==> src/rtl/pc_gen_pkg.sv <==
// Shared types and helpers for the IF-stage fetch-address generator.
// The state encoding, default bubble address and address alignment live here.
package pc_gen_pkg;

    typedef enum logic [1:0] {
        BOOT   = 2'd0,
        RUN    = 2'd1,
        SHADOW = 2'd2
    } pc_state_e;

    localparam logic [31:0] DEFAULT_BUBBLE_PC = 32'hFFFF_FF00;

    // Widest address the alignment helper handles; callers cast down to XLEN.
    localparam int MAX_XLEN = 64;

    function automatic logic [MAX_XLEN-1:0] align_addr(
        input logic [MAX_XLEN-1:0] addr,
        input int unsigned         inst_bytes
    );
        logic [MAX_XLEN-1:0] mask;
        mask = ~(MAX_XLEN'(inst_bytes) - MAX_XLEN'(1));
        return addr & mask;
    endfunction

endpackage

==> src/rtl/pc_gen_if.sv <==
// Fetch-address bus between the PC generator (master) and the fetch stage.
// Carries hazard controls and redirects in, and the fetch address handshake out.
interface pc_gen_if #(
    parameter int XLEN = 32
);

    logic            stall_i;
    logic            branch_stop_i;
    logic            redirect_i;
    logic [XLEN-1:0] redirect_pc_i;
    logic            fetch_ready_i;
    logic [XLEN-1:0] pc_o;
    logic            pc_valid_o;
    logic [XLEN-1:0] pc_seq_o;

    modport master (
        input  stall_i,
        input  branch_stop_i,
        input  redirect_i,
        input  redirect_pc_i,
        input  fetch_ready_i,
        output pc_o,
        output pc_valid_o,
        output pc_seq_o
    );

    modport slave (
        output stall_i,
        output branch_stop_i,
        output redirect_i,
        output redirect_pc_i,
        output fetch_ready_i,
        input  pc_o,
        input  pc_valid_o,
        input  pc_seq_o
    );

endinterface

==> src/rtl/pc_bubble_cnt.sv <==
// Loadable 3-bit down-counter tracking the remaining bubble slots of a branch shadow.
// Clear beats load, load beats decrement; the count never wraps below zero.
module pc_bubble_cnt (
    input  logic       clk,
    input  logic       rst,
    input  logic       clear_i,
    input  logic       load_i,
    input  logic [2:0] load_val_i,
    input  logic       en_i,
    output logic       zero_o
);

    logic [2:0] cnt_q;
    logic [2:0] cnt_d;

    always_comb begin
        cnt_d = cnt_q;
        if (clear_i) begin
            cnt_d = 3'd0;
        end else if (load_i) begin
            cnt_d = load_val_i;
        end else if (en_i && (cnt_q != 3'd0)) begin
            cnt_d = cnt_q - 3'd1;
        end
    end

    always_ff @(posedge clk or posedge rst) begin
        if (rst) begin
            cnt_q <= 3'd0;
        end else begin
            cnt_q <= cnt_d;
        end
    end

    assign zero_o = (cnt_q == 3'd0);

endmodule

==> src/rtl/pc_gen.sv <==
// Fetch-address generator: boots to RESET_VEC, advances sequentially, honours
// redirects and load-use stalls, and emits bubble slots during branch shadows.
module pc_gen
    import pc_gen_pkg::*;
#(
    parameter int              XLEN           = 32,
    parameter logic [XLEN-1:0] RESET_VEC      = '0,
    parameter logic [XLEN-1:0] BUBBLE_PC      = XLEN'(DEFAULT_BUBBLE_PC),
    parameter int unsigned     INST_BYTES     = 4,
    parameter int unsigned     BRANCH_BUBBLES = 1
) (
    input  logic     clk,
    input  logic     rst,
    pc_gen_if.master bus
);

    localparam logic [XLEN-1:0] PC_INC      = XLEN'(INST_BYTES);
    localparam logic [2:0]      SHADOW_LOAD = 3'(BRANCH_BUBBLES - 1);

    pc_state_e       state_q;
    pc_state_e       state_d;
    logic [XLEN-1:0] pc_q;
    logic [XLEN-1:0] pc_d;
    logic [XLEN-1:0] saved_q;
    logic [XLEN-1:0] saved_d;

    logic            cnt_clear;
    logic            cnt_load;
    logic            cnt_dec;
    logic            cnt_zero;

    logic [XLEN-1:0] redirect_aligned;
    logic [XLEN-1:0] pc_out;
    logic            pc_valid_out;

    assign redirect_aligned = XLEN'(align_addr(MAX_XLEN'(bus.redirect_pc_i), INST_BYTES));

    pc_bubble_cnt u_bubble_cnt (
        .clk        (clk),
        .rst        (rst),
        .clear_i    (cnt_clear),
        .load_i     (cnt_load),
        .load_val_i (SHADOW_LOAD),
        .en_i       (cnt_dec),
        .zero_o     (cnt_zero)
    );

    // Priority inside RUN/SHADOW: redirect, stall, branch_stop, then advance.
    always_comb begin
        state_d   = state_q;
        pc_d      = pc_q;
        saved_d   = saved_q;
        cnt_clear = 1'b0;
        cnt_load  = 1'b0;
        cnt_dec   = 1'b0;

        unique case (state_q)
            RUN, SHADOW: begin
                if (bus.redirect_i) begin
                    pc_d      = redirect_aligned;
                    state_d   = RUN;
                    cnt_clear = 1'b1;
                end else if (!bus.stall_i) begin
                    if (state_q == RUN) begin
                        if (bus.branch_stop_i) begin
                            saved_d  = pc_q;
                            state_d  = SHADOW;
                            cnt_load = 1'b1;
                        end else if (bus.fetch_ready_i) begin
                            pc_d = pc_q + PC_INC;
                        end
                    end else if (!cnt_zero) begin
                        cnt_dec = 1'b1;
                    end else begin
                        state_d = RUN;
                        pc_d    = saved_q + PC_INC;
                    end
                end
            end
            default: begin
                state_d = RUN;
                pc_d    = RESET_VEC;
            end
        endcase
    end

    always_ff @(posedge clk or posedge rst) begin
        if (rst) begin
            state_q <= BOOT;
            pc_q    <= RESET_VEC;
            saved_q <= RESET_VEC;
        end else begin
            state_q <= state_d;
            pc_q    <= pc_d;
            saved_q <= saved_d;
        end
    end

    always_comb begin
        pc_out       = RESET_VEC;
        pc_valid_out = 1'b0;
        unique case (state_q)
            RUN: begin
                pc_out       = pc_q;
                pc_valid_out = 1'b1;
            end
            SHADOW: begin
                pc_out = BUBBLE_PC;
            end
            default: begin
                pc_out       = RESET_VEC;
                pc_valid_out = 1'b0;
            end
        endcase
    end

    assign bus.pc_o       = pc_out;
    assign bus.pc_valid_o = pc_valid_out;
    assign bus.pc_seq_o   = pc_out + PC_INC;

endmodule

==> src/flat_wrapper.sv <==
// flat-port wrapper written by rule: the top's interface ports become plain ports
module pc_gen_flat import pc_gen_pkg::*;
#(
    parameter int              XLEN           = 32,
    parameter logic [XLEN-1:0] RESET_VEC      = '0,
    parameter logic [XLEN-1:0] BUBBLE_PC      = XLEN'(DEFAULT_BUBBLE_PC),
    parameter int unsigned     INST_BYTES     = 4,
    parameter int unsigned     BRANCH_BUBBLES = 1
)
  (clk, rst, bus_stall_i, bus_branch_stop_i, bus_redirect_i, bus_redirect_pc_i, bus_fetch_ready_i, bus_pc_o, bus_pc_valid_o, bus_pc_seq_o);
  pc_gen_if #(.XLEN(XLEN)) bus_i ();
  input  logic clk;
  input  logic rst;
  input wire logic [$bits(bus_i.stall_i)-1:0] bus_stall_i;
  input wire logic [$bits(bus_i.branch_stop_i)-1:0] bus_branch_stop_i;
  input wire logic [$bits(bus_i.redirect_i)-1:0] bus_redirect_i;
  input wire logic [$bits(bus_i.redirect_pc_i)-1:0] bus_redirect_pc_i;
  input wire logic [$bits(bus_i.fetch_ready_i)-1:0] bus_fetch_ready_i;
  output wire logic [$bits(bus_i.pc_o)-1:0] bus_pc_o;
  output wire logic [$bits(bus_i.pc_valid_o)-1:0] bus_pc_valid_o;
  output wire logic [$bits(bus_i.pc_seq_o)-1:0] bus_pc_seq_o;
  assign bus_i.stall_i = bus_stall_i;
  assign bus_i.branch_stop_i = bus_branch_stop_i;
  assign bus_i.redirect_i = bus_redirect_i;
  assign bus_i.redirect_pc_i = bus_redirect_pc_i;
  assign bus_i.fetch_ready_i = bus_fetch_ready_i;
  assign bus_pc_o = bus_i.pc_o;
  assign bus_pc_valid_o = bus_i.pc_valid_o;
  assign bus_pc_seq_o = bus_i.pc_seq_o;
  pc_gen #(.XLEN(XLEN), .RESET_VEC(RESET_VEC), .BUBBLE_PC(BUBBLE_PC), .INST_BYTES(INST_BYTES), .BRANCH_BUBBLES(BRANCH_BUBBLES)) u_core (.clk(clk), .rst(rst), .bus(bus_i));
endmodule
==> config.mk <==
export PLATFORM = sky130hd
export DESIGN_NAME = pc_gen_flat
export DESIGN_NICKNAME = d
export VERILOG_FILES = /design/src/rtl/pc_gen_pkg.sv /design/src/rtl/pc_gen_if.sv /design/src/rtl/pc_bubble_cnt.sv /design/src/rtl/pc_gen.sv /design/src/flat_wrapper.sv
export SDC_FILE = /design/constraint.sdc
export NUM_CORES = 1
export LEC_CHECK = 0
export ABC_AREA = 0
export CORE_MARGIN = 2
export CORE_UTILIZATION = 50
export CTS_CLUSTER_SIZE = 25
export DETAILED_ROUTE_END_ITERATION = 6
export HOLD_SLACK_MARGIN = 0.15
export PLACE_DENSITY = 0.78
export SETUP_SLACK_MARGIN = 0.3
export SYNTH_ARGS = -nofsm -noshare
export SYNTH_HDL_FRONTEND = slang
export SYNTH_HIERARCHICAL = 1
export SYNTH_SLANG_ARGS = --single-unit
==> constraint.sdc <==
create_clock -name clk -period 4.4 [get_ports clk]
set_clock_uncertainty 0.1 [all_clocks]
set_input_delay 0.88 -clock clk [delete_from_list [all_inputs] [get_ports clk]]
set_output_delay 0.88 -clock clk [all_outputs]
set_load 0.005 [all_outputs]
==> run_results.csv, run 1 <==
group,metric,value,unit
routing,drt-total-wl,14070,um
global_routing,grt_pass1_vias,4628,
placed_design,hpwl,9579,um
cts,htree_num_levels,3,
cts,holdBufCountCts,0,
logic_synthesis,synth.most_common_cell,"dfrtp_1",
worst_setup_path,start_kind,"flop",
logic_synthesis,synth_area_leaders,"dfrtp_1 33%, mux2_2 8.0%, xnor2_1 4.7%",
routing,wl_met2,6831,um
floorplan,start_util,0.5090,
layout,drive_above_1_share,0.1410,
logic_synthesis,syn_avg_cell_area,8.597,um2
layout,fin_nets,729,
worst_setup_path,crit_arrival,3020,ps
floorplan,die_h,105.8,um
cts,cts_sinks,69,
placed_design,place_inst,800,
placed_design,pre_cts_ws,335.4,ps
sta,tns,0,ps
logic_synthesis,synth_top_flop_cell,"dfrtp_1",
routing,dr_wl_met3,1092,um
routing,via_count,4919,
logic_synthesis,synth-seq-cells,69,
cts,clock_latency,340,ps
min_path,hold_class,"flop to flop",
sta,rsz0062_at_grt,"true",
layout,utilization,0.6552,
sta,setup_slack,404.6,ps
routing,top_layer,"met4",
pwr,leakage,2.797,nW
floorplan,die_x,105.8,um
cts,cts-buffers-inserted,9,
logic_synthesis,synth.largest_area_cell,"dfrtp_1",
global_routing,antenna_found_initial,0,
sta,period_needed,3995,ps
routing,drc,0,
sta,finalHoldViolations,0,
logic_synthesis,synth_cells,603,
worst_setup_path,crit_buf_inv,3,
floorplan,rows,37,
routing,dr.first_iter.drc_count,463,
global_routing,grt_start_max_net_pins,50,
pwr,worst_ir_drop_vdd,423.5,uV
routing,first_pass_iters,6,
worst_setup_path,slowest_stage,"clkdlybuf4s50_1",
logic_synthesis,synthDominantCellAreaShare,0.3331,
sta,fin_crit_sh,0.9080,
sta,drv_slew,0,
routing,avgViaCountPerCell,5.970,
sta,max_freq,0.2503,GHz
logic_synthesis,synth-edff-count,0,
worst_setup_path,crit_family,"simple AND/OR/NAND/NOR gates",
logic_synthesis,synth_warnings,6,
worst_setup_path,critPathKind,"flop to output port",
global_routing,grt.total_usage,0.2514,
sta,slew_headroom,0.3955,
worst_setup_path,worstSetupEndpointType,"output port",
logic_synthesis,yosys-top-cells-count,"69 x dfrtp_1, 51 x nand2_1, 45 x nor2_1",
placed_design,place_area,6256,um2
worst_setup_path,path_max_fanout,6,
cts,cts_buffer_depth,2,
run_status,status,"finished clean",
placed_design,port_buffers,100,
placed_design,gp_congestion,0.9035,
sta,setup_viol,0,
worst_setup_path,path_cells,"inv_2 -> ha_4 -> nor2b_2 -> nand2_1 -> inv_1 -> ha_2 -> nand3_4 -> nor4b_4 -> nand3_1 -> xnor2_1 -> clkdlybuf4s50_1",
global_routing,grt_pass1_wl,22690,um
pwr,total_power,4.930,mW
global_routing,grt-ovfl-total,0,
logic_synthesis,ys_types,57,
cts,root_buffer,"clkbuf_8",
job,drv_cap,0,
routing,wl_met1,5925,um
layout,areaGrowthSynthToFinish,28.72,%
layout,diodes,0,
cts,cts.clk_slew.worst_paths,70,ps
layout,final_cells,824,
logic_synthesis,ys_seq_area_frac,0.3331,
floorplan,dieArea,11200,um2
logic_synthesis,ys_async_sr_fraction,1.000,
sta,worst-slew-pin-transition,906.7,ps
sta,hold_slack,391.9,ps
logic_synthesis,synth_area,5184,um2
pwr,powerDensity,738.8,nW/um2
routing,wl_per_cell,17.08,um
worst_setup_path,worstPathRequired,3420,ps
worst_setup_path,max_stage_delay,510,ps
floorplan,ios,103,
floorplan,core_area,10180,um2
layout,final_cell_area,6673,um2
cts,tritoncts,"yes",
routing,ant_nets,0,
-- kinds of logic (layout without fill, tap and decap cells) --
family / count (synthesis) / in the layout / synth area share
AND/OR/NAND/NOR: 204 / 204 / 0.2114
other: 1 / 3 / 0.0007234
XOR/XNOR: 54 / 54 / 0.09124
AO/OA/AOI/OAI: 143 / 143 / 0.1721
flip-flops: 69 / 69 / 0.3331
buffers and inverters: 67 / 150 / 0.05358
adder cells (fa/ha/maj): 7 / 7 / 0.01690
multiplexers: 58 / 58 / 0.1209
-- registers in the layout (all words and copies together), names as in the netlist --
register,count
u_core/pc_q,32
u_core/saved_q,32
u_core/u_bubble_cnt/cnt_q,3
u_core/state_q,2
-- cell type report --
class                           count  area [um2]
Clock buffer                       14       162.7
Clock inverter                      1       30.03
Fill cell                         798        3512
Inverter                           14       52.55
Multi-Input combinational cell    469        3301
Sequential cell                    69        1727
Tap cell                          136       170.2
Timing Repair Buffer              121        1230
-- worst reg2reg max path, delay by kind of cell, from the launching register on --
| kind | cells | cell delay (ps) |
|---|---|---|
| buf+inv | 3 | 560 |
| simple gates | 3 | 800 |
| flops | 1 | 440 |
| xor+xnor | 1 | 160 |
| compound gates | 2 | 560 |
| fa+ha+maj | 1 | 600 |
-- layout by cell type (no fill, tap or decap), types with 4 or more instances in the layout --
| cell type | synthesis | final |
|---|---|---|
| dfrtp_1 | 69 | 69 |
| nand3b_1 | 14 | 14 |
| inv_1 | 13 | 10 |
| o31ai_1 | 5 | 5 |
| buf_4 | 2 | 16 |
| xnor2_1 | 28 | 28 |
| clkbuf_8 | 0 | 11 |
| and3_1 | 4 | 4 |
| nor3_1 | 10 | 9 |
| nand2b_1 | 6 | 6 |
| o21ai_0 | 33 | 33 |
| nand2_1 | 51 | 51 |
| or3_1 | 5 | 5 |
| mux2i_1 | 21 | 21 |
| a31oi_1 | 7 | 7 |
| clkdlybuf4s50_1 | 0 | 98 |
| xor2_1 | 26 | 26 |
| mux2_2 | 37 | 37 |
| nor2_1 | 45 | 44 |
| a22oi_1 | 30 | 30 |
| and2_1 | 8 | 8 |
| nand4_1 | 8 | 8 |
| nand3_1 | 33 | 31 |
| a21oi_1 | 42 | 42 |
-- routing by layer --
metal,up-vias,global-route usage
li1,2308,-
met1,2347,0.3337
met2,245,0.4286
met3,19,0.02907
met4,0,0.08083
met5,-,0
-- path summary, 6_finish.rpt --
check / start / to / slack (ps) / depth (start not counted)
max in group asynchronous: rst / u_core/pc_q[16] / 2430 / 3
worst max register to register: u_core/state_q[1] / u_core/pc_q[28] / 1030 / 10
worst min register to register: u_core/saved_q[31] / u_core/saved_q[31] / 390 / 2
worst max-delay path: u_core/state_q[1] / bus_pc_seq_o[30] / 400 / 11
worst min-delay path: u_core/saved_q[31] / u_core/saved_q[31] / 390 / 2
min in group asynchronous: rst / u_core/u_bubble_cnt/cnt_q[2] / 640 / 2
-- timing repair --
item,CTS,global route
pin swaps,1,1
gates resized for setup,16,11
cloned,1,0
setup endpoints to repair,15,14
setup buffers,5,3
-- where the power goes --
group          switching [mW]  total, mW  internal, mW
registers               0.451       1.36         0.909
clock network           0.230      0.521         0.291
logic                    1.43       3.05          1.62
Note: power is estimated with default switching activity, not from simulation.
==> run 2: changes to the inputs <==
- CTS_CLUSTER_SIZE: 25 -> unset
==> results of run 2 <==
The final DEF is identical to that of run 1; final timing and power are the same.
==> run 3: changes to the inputs <==
- DONT_BUFFER_PORTS: unset -> 1
- PLACE_DENSITY: 0.78 -> unset
- clock period: 4.4 -> 4.1 ns (I/O delays scaled with it)
==> run_results.csv, run 3 (synthesis gave the netlist of run 1 again) <==
group,metric,value,unit
pwr,leakage,2.395,nW
cts,cts.clk_slew.worst_paths,80,ps
layout,areaGrowthSynthToFinish,8.882,%
global_routing,grt_start_max_net_pins,48,
min_path,hold_class,"flop to flop",
worst_setup_path,reg2reg_to,"u_core/pc_q[31]",
run_status,status,"finished clean",
layout,largestRegisters,"u_core/pc_q (32), u_core/saved_q (32), u_core/u_bubble_cnt/cnt_q (3)",
placed_design,place_area,5316,um2
layout,layout_commonest_cell,"dfrtp_1",
sta,period_needed,3657,ps
cts,root_buffer,"clkbuf_8",
min_path,hold_depth,2,
layout,diodes,0,
worst_setup_path,r2r_slack,900,ps
routing,avgViaCountPerCell,6.172,
cts,htree_num_levels,3,
sta,finalHoldViolations,0,
layout,drive_above_1_share,0.1692,
global_routing,grt.total_usage,0.2527,
routing,first_pass_iters,5,
min_path,min_from,"u_core/saved_q[31]",
sta,rsz0062_at_grt,"true",
sta,hold_slack,382.7,ps
placed_design,gp_congestion,0.8095,
routing,ant_nets,0,
worst_setup_path,path_max_fanout,35,
sta,slew_headroom,0.3257,
routing,drt-total-wl,13810,um
worst_setup_path,worstPathRequired,3180,ps
global_routing,grt-ovfl-total,0,
worst_setup_path,r2r_start,"u_core/state_q[1]",
routing,drc,0,
cts,cts-buffers-inserted,9,
layout,fillCellCount,945,
worst_setup_path,reg2reg_depth,10,
job,drv_cap,0,
floorplan,die_x,105.8,um
min_path,min_to,"u_core/saved_q[31]",
floorplan,ios,103,
worst_setup_path,critPathKind,"flop to output port",
floorplan,dieArea,11200,um2
sta,setup_slack,443.2,ps
pwr,worst_ir_drop_vdd,338.5,uV
floorplan,rows,37,
layout,fin_nets,631,
worst_setup_path,worstSetupEndpointType,"output port",
placed_design,hpwl,9621,um
sta,max_freq,0.2735,GHz
routing,dr.first_iter.drc_count,299,
cts,cts_sinks,69,
floorplan,die_h,105.8,um
sta,setup_viol,0,
layout,utilization,0.5542,
floorplan,start_util,0.5090,
layout,final_cell_area,5644,um2
floorplan,core_area,10180,um2
sta,tns,0,ps
global_routing,grt_pass1_wl,22270,um
global_routing,antenna_found_initial,0,
global_routing,grt_pass1_vias,4177,
sta,worst-slew-pin-transition,1010,ps
sta,fin_crit_sh,0.8919,
layout,layout_common_cells,"68 x dfrtp_1, 51 x nand2_1, 44 x nor2_1",
routing,wl_per_cell,19.00,um
pwr,powerDensity,809.4,nW/um2
cts,tritoncts,"yes",
cts,cts_buffer_depth,2,
routing,via_count,4487,
worst_setup_path,start_kind,"flop",
placed_design,port_buffers,0,
cts,clock_latency,360,ps
placed_design,pre_cts_ws,506.6,ps
sta,drv_slew,0,
worst_setup_path,crit_arrival,2740,ps
-- run 3: cell count changes in the layout (fill, tap and decap cells not counted), sizes merged --
| cell | delta |
|---|---|
| dlymetal6s2s | -2 |
| clkdlybuf4s50 | -98 |
| dlygate4sd3 | +1 |
| clkbuf | -2 |
| bufinv | +1 |
| bufbuf | -1 |
| buf | +2 |
| clkinv | +2 |
-- run 3: area by class of cell --
type / instances / area [um2] / area share
clock inverters: 4 / 70.07 / 0.01241
repair buffers: 23 / 186.4 / 0.03303
inverters: 14 / 52.55 / 0.009311
multi-input cells: 469 / 3282 / 0.5815
well taps: 136 / 170.2 / 0.03015
flip-flops and latches: 69 / 1728 / 0.3061
clock buffers: 12 / 155.1 / 0.02749
-- run 3: through the flow --
stage	instances	total power, mW
floorplan	605	3.273
global placement	708	3.799
detailed placement	708	3.849
CTS	726	4.515
global route	727	4.940
finish	727	4.569
-- run 3: repair_timing --
| item | 4_1_cts | 5_1_grt |
|---|---|---|
| hold endpoints to repair | 3 | 0 |
| buffers inserted | 1 | 1 |
| pin swaps | 1 | 2 |
| hold buffers | 1 | 0 |
| resized for setup | 4 | 13 |
| setup endpoints to repair | 11 | 15 |
-- run 3: worst max-delay path: stages, from the launching register on --
cell	delay (ps)
dfrtp_2	400
inv_1	50
ha_1	350
buf_6	210
nand2b_1	170
buf_4	180
nor3_1	190
a2bb2oi_1	120
nor4b_4	320
nand3_1	180
xnor2_2	190
-- run 3: worst max-delay path by stage --
stage	endpoint	startpoint	depth (start not counted)	slack, ps
after detailed placement	bus_pc_seq_o[30]	u_core/state_q[1]	10	510
after floorplan	bus_pc_seq_o[18]	u_core/state_q[1]	13	360
after CTS	bus_pc_seq_o[30]	u_core/state_q[0]	10	290
after global placement	bus_pc_seq_o[31]	u_core/state_q[1]	10	600
after global routing	bus_pc_seq_o[30]	u_core/state_q[0]	10	280
final	bus_pc_seq_o[30]	u_core/state_q[0]	10	440
-- run 3: layer usage --
layer	wire (um)	up-vias	track usage
li1	-	2123	-
met1	6705	2236	0.3719
met2	6308	114	0.3834
met3	633	14	0.05071
met4	163	0	0.05827
met5	0	-	0
-- run 3: report_power, final --
group | total [mW] | internal (mW) | switching (mW) | leakage [nW]
clock network | 0.636 | 0.374 | 0.262 | 0.116
logic | 2.46 | 1.05 | 1.41 | 1.40
registers | 1.47 | 0.975 | 0.496 | 0.878
